### src/rtl/l1_mem_arbiter_pkg.sv
// Shared cache message codes, arbiter state encoding and log2 helper.
// Imported by the L1-side arbiter and its priority picker.
package l1_mem_arbiter_pkg;

  localparam logic [3:0] NO_REQ    = 4'd0;
  localparam logic [3:0] R_REQ     = 4'd1;
  localparam logic [3:0] WB_REQ    = 4'd2;
  localparam logic [3:0] FLUSH     = 4'd3;
  localparam logic [3:0] FLUSH_S   = 4'd4;
  localparam logic [3:0] WS_BCAST  = 4'd5;
  localparam logic [3:0] RFO_BCAST = 4'd6;

  localparam logic [3:0] MEM_NO_MSG = 4'd0;
  localparam logic [3:0] MEM_READY  = 4'd1;
  localparam logic [3:0] MEM_RESP   = 4'd2;
  localparam logic [3:0] MEM_RESP_M = 4'd3;

  typedef enum logic [1:0] {
    IDLE  = 2'd0,
    GRANT = 2'd1,
    RESP  = 2'd2
  } arb_state_t;

  // Ceiling log2, never below 1 so a 1-bit index always exists.
  function automatic int log2(input int n);
    int r;
    r = 0;
    while ((1 << r) < n) r++;
    return (r < 1) ? 1 : r;
  endfunction

endpackage

### src/rtl/l1_mem_arbiter_picker.sv
// Combinational round-robin picker: first set request at or after
// the pointer, searching upward with wrap-around.
module rr_priority_picker #(
  parameter int N  = 2,
  parameter int IW = 1
) (
  input  logic [N-1:0]  i_req,
  input  logic [IW-1:0] i_ptr,
  output logic [IW-1:0] o_idx,
  output logic          o_found
);

  int w_idx;

  // Walk offsets high to low so the smallest offset wins last.
  always_comb begin
    o_idx   = '0;
    o_found = 1'b0;
    w_idx   = 0;
    for (int k = N - 1; k >= 0; k--) begin
      w_idx = int'(i_ptr) + k;
      if (w_idx >= N) w_idx = w_idx - N;
      if (i_req[w_idx]) begin
        o_idx   = IW'(w_idx);
        o_found = 1'b1;
      end
    end
  end

endmodule

### src/rtl/l1_mem_arbiter.sv
// Round-robin arbiter sharing one L2-side message port between
// several L1 caches; one whole transaction at a time.
module l1_mem_arbiter
  import l1_mem_arbiter_pkg::*;
#(
  parameter int NUM_PORTS    = 2,
  parameter int MSG_BITS     = 4,
  parameter int ADDRESS_BITS = 32,
  parameter int CACHE_WIDTH  = 128
) (
  input  logic clock,
  input  logic reset,

  input  logic [NUM_PORTS*MSG_BITS-1:0]     cache2arb_msg,
  input  logic [NUM_PORTS*ADDRESS_BITS-1:0] cache2arb_address,
  input  logic [NUM_PORTS*CACHE_WIDTH-1:0]  cache2arb_data,

  output logic [NUM_PORTS*MSG_BITS-1:0]     arb2cache_msg,
  output logic [NUM_PORTS*ADDRESS_BITS-1:0] arb2cache_address,
  output logic [NUM_PORTS*CACHE_WIDTH-1:0]  arb2cache_data,

  output logic [MSG_BITS-1:0]     arb2mem_msg,
  output logic [ADDRESS_BITS-1:0] arb2mem_address,
  output logic [CACHE_WIDTH-1:0]  arb2mem_data,

  input  logic [MSG_BITS-1:0]     mem2arb_msg,
  input  logic [ADDRESS_BITS-1:0] mem2arb_address,
  input  logic [CACHE_WIDTH-1:0]  mem2arb_data,

  output logic [log2(NUM_PORTS)-1:0] grant,
  output logic                       busy
);

  localparam int GW = log2(NUM_PORTS);
  localparam logic [MSG_BITS-1:0] L_NO_REQ = MSG_BITS'(NO_REQ);
  localparam logic [MSG_BITS-1:0] L_NO_MSG = MSG_BITS'(MEM_NO_MSG);

  arb_state_t r_state;
  arb_state_t w_next;

  logic [GW-1:0] r_grant;
  logic [GW-1:0] r_rr_ptr;
  logic [GW-1:0] w_win;
  logic [GW-1:0] w_ptr_inc;
  logic          w_found;
  logic          w_release;

  logic [NUM_PORTS-1:0]    w_req;
  logic [MSG_BITS-1:0]     w_g_msg;
  logic [ADDRESS_BITS-1:0] w_g_addr;
  logic [CACHE_WIDTH-1:0]  w_g_data;

  always_comb begin
    w_req = '0;
    for (int i = 0; i < NUM_PORTS; i++)
      w_req[i] =
        cache2arb_msg[i*MSG_BITS +: MSG_BITS] != L_NO_REQ;
  end

  rr_priority_picker #(
    .N  (NUM_PORTS),
    .IW (GW)
  ) u_picker (
    .i_req   (w_req),
    .i_ptr   (r_rr_ptr),
    .o_idx   (w_win),
    .o_found (w_found)
  );

  assign w_g_msg =
    cache2arb_msg[int'(r_grant)*MSG_BITS +: MSG_BITS];
  assign w_g_addr =
    cache2arb_address[int'(r_grant)*ADDRESS_BITS +: ADDRESS_BITS];
  assign w_g_data =
    cache2arb_data[int'(r_grant)*CACHE_WIDTH +: CACHE_WIDTH];

  assign w_ptr_inc = (int'(r_grant) == NUM_PORTS - 1) ?
                     '0 : r_grant + 1'b1;

  always_ff @(posedge clock) begin
    if (reset) begin
      r_state  <= IDLE;
      r_grant  <= '0;
      r_rr_ptr <= '0;
    end else begin
      r_state <= w_next;
      if (r_state == IDLE && w_found) r_grant <= w_win;
      if (w_release) r_rr_ptr <= w_ptr_inc;
    end
  end

  always_comb begin
    w_next            = r_state;
    w_release         = 1'b0;
    arb2mem_msg       = L_NO_REQ;
    arb2mem_address   = '0;
    arb2mem_data      = '0;
    arb2cache_msg     = {NUM_PORTS{L_NO_MSG}};
    arb2cache_address = '0;
    arb2cache_data    = '0;

    unique case (r_state)
      IDLE:  if (w_found) w_next = GRANT;
      GRANT: if (mem2arb_msg != L_NO_MSG) w_next = RESP;
      RESP: begin
        if (w_g_msg == L_NO_REQ && mem2arb_msg == L_NO_MSG) begin
          w_next    = IDLE;
          w_release = 1'b1;
        end
      end
      default: w_next = IDLE;
    endcase

    // Request forwarded and response routed for the whole ownership.
    if (r_state != IDLE) begin
      arb2mem_msg     = w_g_msg;
      arb2mem_address = w_g_addr;
      arb2mem_data    = w_g_data;
      arb2cache_msg[int'(r_grant)*MSG_BITS +: MSG_BITS] =
        mem2arb_msg;
      arb2cache_address[int'(r_grant)*ADDRESS_BITS +: ADDRESS_BITS] =
        mem2arb_address;
      arb2cache_data[int'(r_grant)*CACHE_WIDTH +: CACHE_WIDTH] =
        mem2arb_data;
    end
  end

  assign busy  = (r_state != IDLE);
  assign grant = r_grant;

endmodule

### config.mk
export PLATFORM = sky130hd
export DESIGN_NAME = l1_mem_arbiter
export DESIGN_NICKNAME = d
export VERILOG_FILES = /design/src/rtl/l1_mem_arbiter_pkg.sv /design/src/rtl/l1_mem_arbiter_picker.sv /design/src/rtl/l1_mem_arbiter.sv
export SDC_FILE = /design/constraint.sdc
export NUM_CORES = 1
export LEC_CHECK = 0
export BUFFER_PORTS_ARGS = -buffer_cell sky130_fd_sc_hd__buf_2
export CORE_AREA = 2 2 387 389
export DETAILED_ROUTE_END_ITERATION = 6
export DIE_AREA = 0 0 389 391
export GPL_TIMING_DRIVEN = 0
export HOLD_SLACK_MARGIN = 0.02
export PLACE_DENSITY = 0.3
export SLEW_MARGIN = 15
export SYNTH_ARGS = -nofsm -noshare
export SYNTH_HDL_FRONTEND = slang
export SYNTH_HIERARCHICAL = 1
export SYNTH_SLANG_ARGS = --single-unit
### constraint.sdc
create_clock -name clock -period 1.4 [get_ports clock]
set_input_delay 0.07 -clock clock [delete_from_list [all_inputs] [get_ports clock]]
set_output_delay 0.07 -clock clock [all_outputs]
set_load 0.005 [all_outputs]
==> reports/results.txt <==
Post-synthesis sequential area ratio -> 1.60%
CTS root buf -> clkbuf_16
CP Class -> flop to primary output
Synth warnings -> 6
Critical Path Fanout Max -> 6
CP endpoint kind -> primary output
HP Class -> input port to flop
Period Utilization, post-route -> 131%
Total GRT Usage -> 13.6%
Detailed Route WL -> 112 mm
Post-layout instance area -> 0.0195 mm2
Nets -> 2375
Die Area -> 0.152 mm2
Hold path cells -> 2
Most frequent cells in the layout -> buf_2 (658), buf_6 (344), and2_4 (163)
CTS tree -> built
Syn Nets -> 1273
Initial antenna violation count -> 161
Post-route core utilization -> 13.1%
Mapped Area -> 0.00501 mm2
Rows -> 142
Placed Instances -> 3710
Worst IR Drop VDD -> 300 uV
Max_cap viols -> 0
Syn Area/Cell -> 6.44 um2
I/O pins -> 988
DRC Markers -> 0
Post-CTS Hold Fix Bufs -> 0
Synth top area share -> 32.9%
GRT met1 Usage -> 17.9%
Worst-Margin Slew -> 0.437 ns
Commonest non-fill, non-tap cell in the layout -> buf_2
Htree depth -> 1
Gpl congestion -> 0.873
Drt pass-1 iters -> 4
Top cells by area, synth -> mux2i_1 (33%), and2_1 (20%), and3_1 (20%)
DIE HEIGHT -> 391 um
Setup WS pre-CTS -> -1.54 ns
PnR worst setup slack -> -0.427 ns
Pwr dens -> 527 mW/mm2
Sum Neg Setup Slack -> -152.44 ns
Post-DP Area -> 0.0124 mm2
Fraction of layout cells with a size suffix above 1 -> 84.0%
Final hold violation count -> 0
Failing checks -> setup timing
Clock latency on the worst-skew pair -> 0.23 ns
Top Family by Delay on Critical Path -> buffers and inverters
Most used routing layer -> met2
Antenna viol nets, final -> 0
Clock tree buffer depth -> 2
Post-DP HPWL -> 96.2 mm
Critical path buffer and inverter count -> 6
RSZ-0062 raised after global routing -> true
Met2 Use GR -> 22.1%
CP max stage cell -> dfxtp_4
Global-route wire length before repair -> 133 mm
Port bufs -> 987
Worst-path cell chain -> nor2_4 -> buf_6 -> nor2_4 -> buf_12 -> buf_16 -> buf_12 -> clkbuf_16 -> and2_4 -> buf_6
Lkg Pwr -> 8.81 nW
Final total power -> 10.3 mW
Crit-path max cell delay -> 0.34 ns
Worst slew margin -> 70.2%
Final non-filler cell total -> 3856
Startpoint Class -> flop
Hold EP -> r_state[0]
Worst EP required -> 1.33 ns
Reg-to-reg endpoint -> r_rr_ptr
Total gr overflow -> 0
Cell count of the worst reg-to-reg path -> 7
Final hold slack -> 0.0891 ns
Final min period -> 1.83 ns
Wire per inst -> 29.1 um
Core footprint -> 0.149 mm2
Met3 usage in global routing -> 4.20%
Synth Register Bits -> 4
Synthesis-to-finish area growth -> 289%
Number of global-route vias before repair -> 11033
CTS sink cnt -> 4
Slew Viols, Final -> 0
Cts bufs inserted -> 3
Synth Instances -> 779
Arrival @ worst endpoint -> 1.76 ns
Largest net degree at the start of global routing -> 11
Starting Density -> 3.38%
1st-iter DRT viols -> 453
Clock skew -> 0.00100 ns
Die W -> 389 um
Worst r2r src -> grant
Unique cell type count in the Yosys netlist -> 25
Yosys top cell by area -> mux2i_1
Fmax -> 0.547 GHz
Final setup viols -> 495
DR vias -> 11517
Min-delay src -> reset
R2r setup slk -> -0.38 ns
Clk slew on worst S/H paths -> 0.03 ns
Status -> finished, violations left
Vias per inst -> 2.99
Fill count -> 17211
[routing by layer]
metal	up-vias	wire length, um
met5	-	293
met4	30	3800
met3	271	9060
met2	920	49800
met1	5398	49200
li1	4898	-
[how the worst max path moves through the flow]
stage / from / to / slack (ns) / cells past startpoint
2_1_floorplan: grant / r_rr_ptr / 0.0004 / 5
3_3_place_gp: grant / arb2mem_address[26] / -1.55 / 6
3_5_place_dp: grant / arb2mem_address[26] / -1.54 / 6
4_1_cts: grant / arb2mem_address[26] / -0.45 / 6
5_1_grt: grant / arb2mem_address[22] / -0.47 / 8
6_report: r_state[1] / arb2cache_data[71] / -0.43 / 9
[layout make-up]
cell class	instances	area (um2)	area share, %
clock buffer	3	75.1	0.385
inverter	3	37.5	0.192
tap	1944	2430	12.5
timing repair buffer	1100	8880	45.5
antenna	33	82.6	0.423
multi-input combinational	681	6150	31.5
sequential	4	88.8	0.455
buffer	88	1760	9.03
[registers in the layout (all words and copies together) (netlist names)]
register  count
r_state       2
grant         1
r_rr_ptr      1
[report_power, final]
| part | switching (mW) | internal, mW |
|---|---|---|
| combinational | 4.45 | 5.24 |
| clock | 0.0958 | 0.366 |
| sequential | 0.00968 | 0.124 |
[synthesized netlist by cell type, drive strengths merged]
cell type / n
mux2: 1
buf: 40
inv: 3
or4: 2
nor2b: 1
a31oi: 1
clkbuf: 51
o221ai: 1
dfxtp: 4
mux2i: 165
and2: 164
a21oi: 1
nor2: 168
nand2: 2
nand3: 1
nor4: 1
or2: 1
nor3b: 3
and3: 164
a21boi: 1
nor3: 4
[logic make-up (layout without fill, tap and decap cells)]
group | after synthesis | count (layout) | synth area share, %
other | 0 | 33 | 0
buffers and inverters | 94 | 1194 | 8.73
AO/OA/AOI/OAI | 4 | 4 | 0.674
multiplexers | 166 | 166 | 33.2
AND/OR/NAND/NOR | 511 | 511 | 55.8
flip-flops | 4 | 4 | 1.60
[repair_timing]
action / 4_1_cts / 5_1_grt
cloned: 49 / 10
gates resized for setup: 737 / 500
pin swaps: 105 / 103
setup buffers: 44 / 21
setup endpoints to repair: 495 / 496
(Power assumes the default switching activity.)
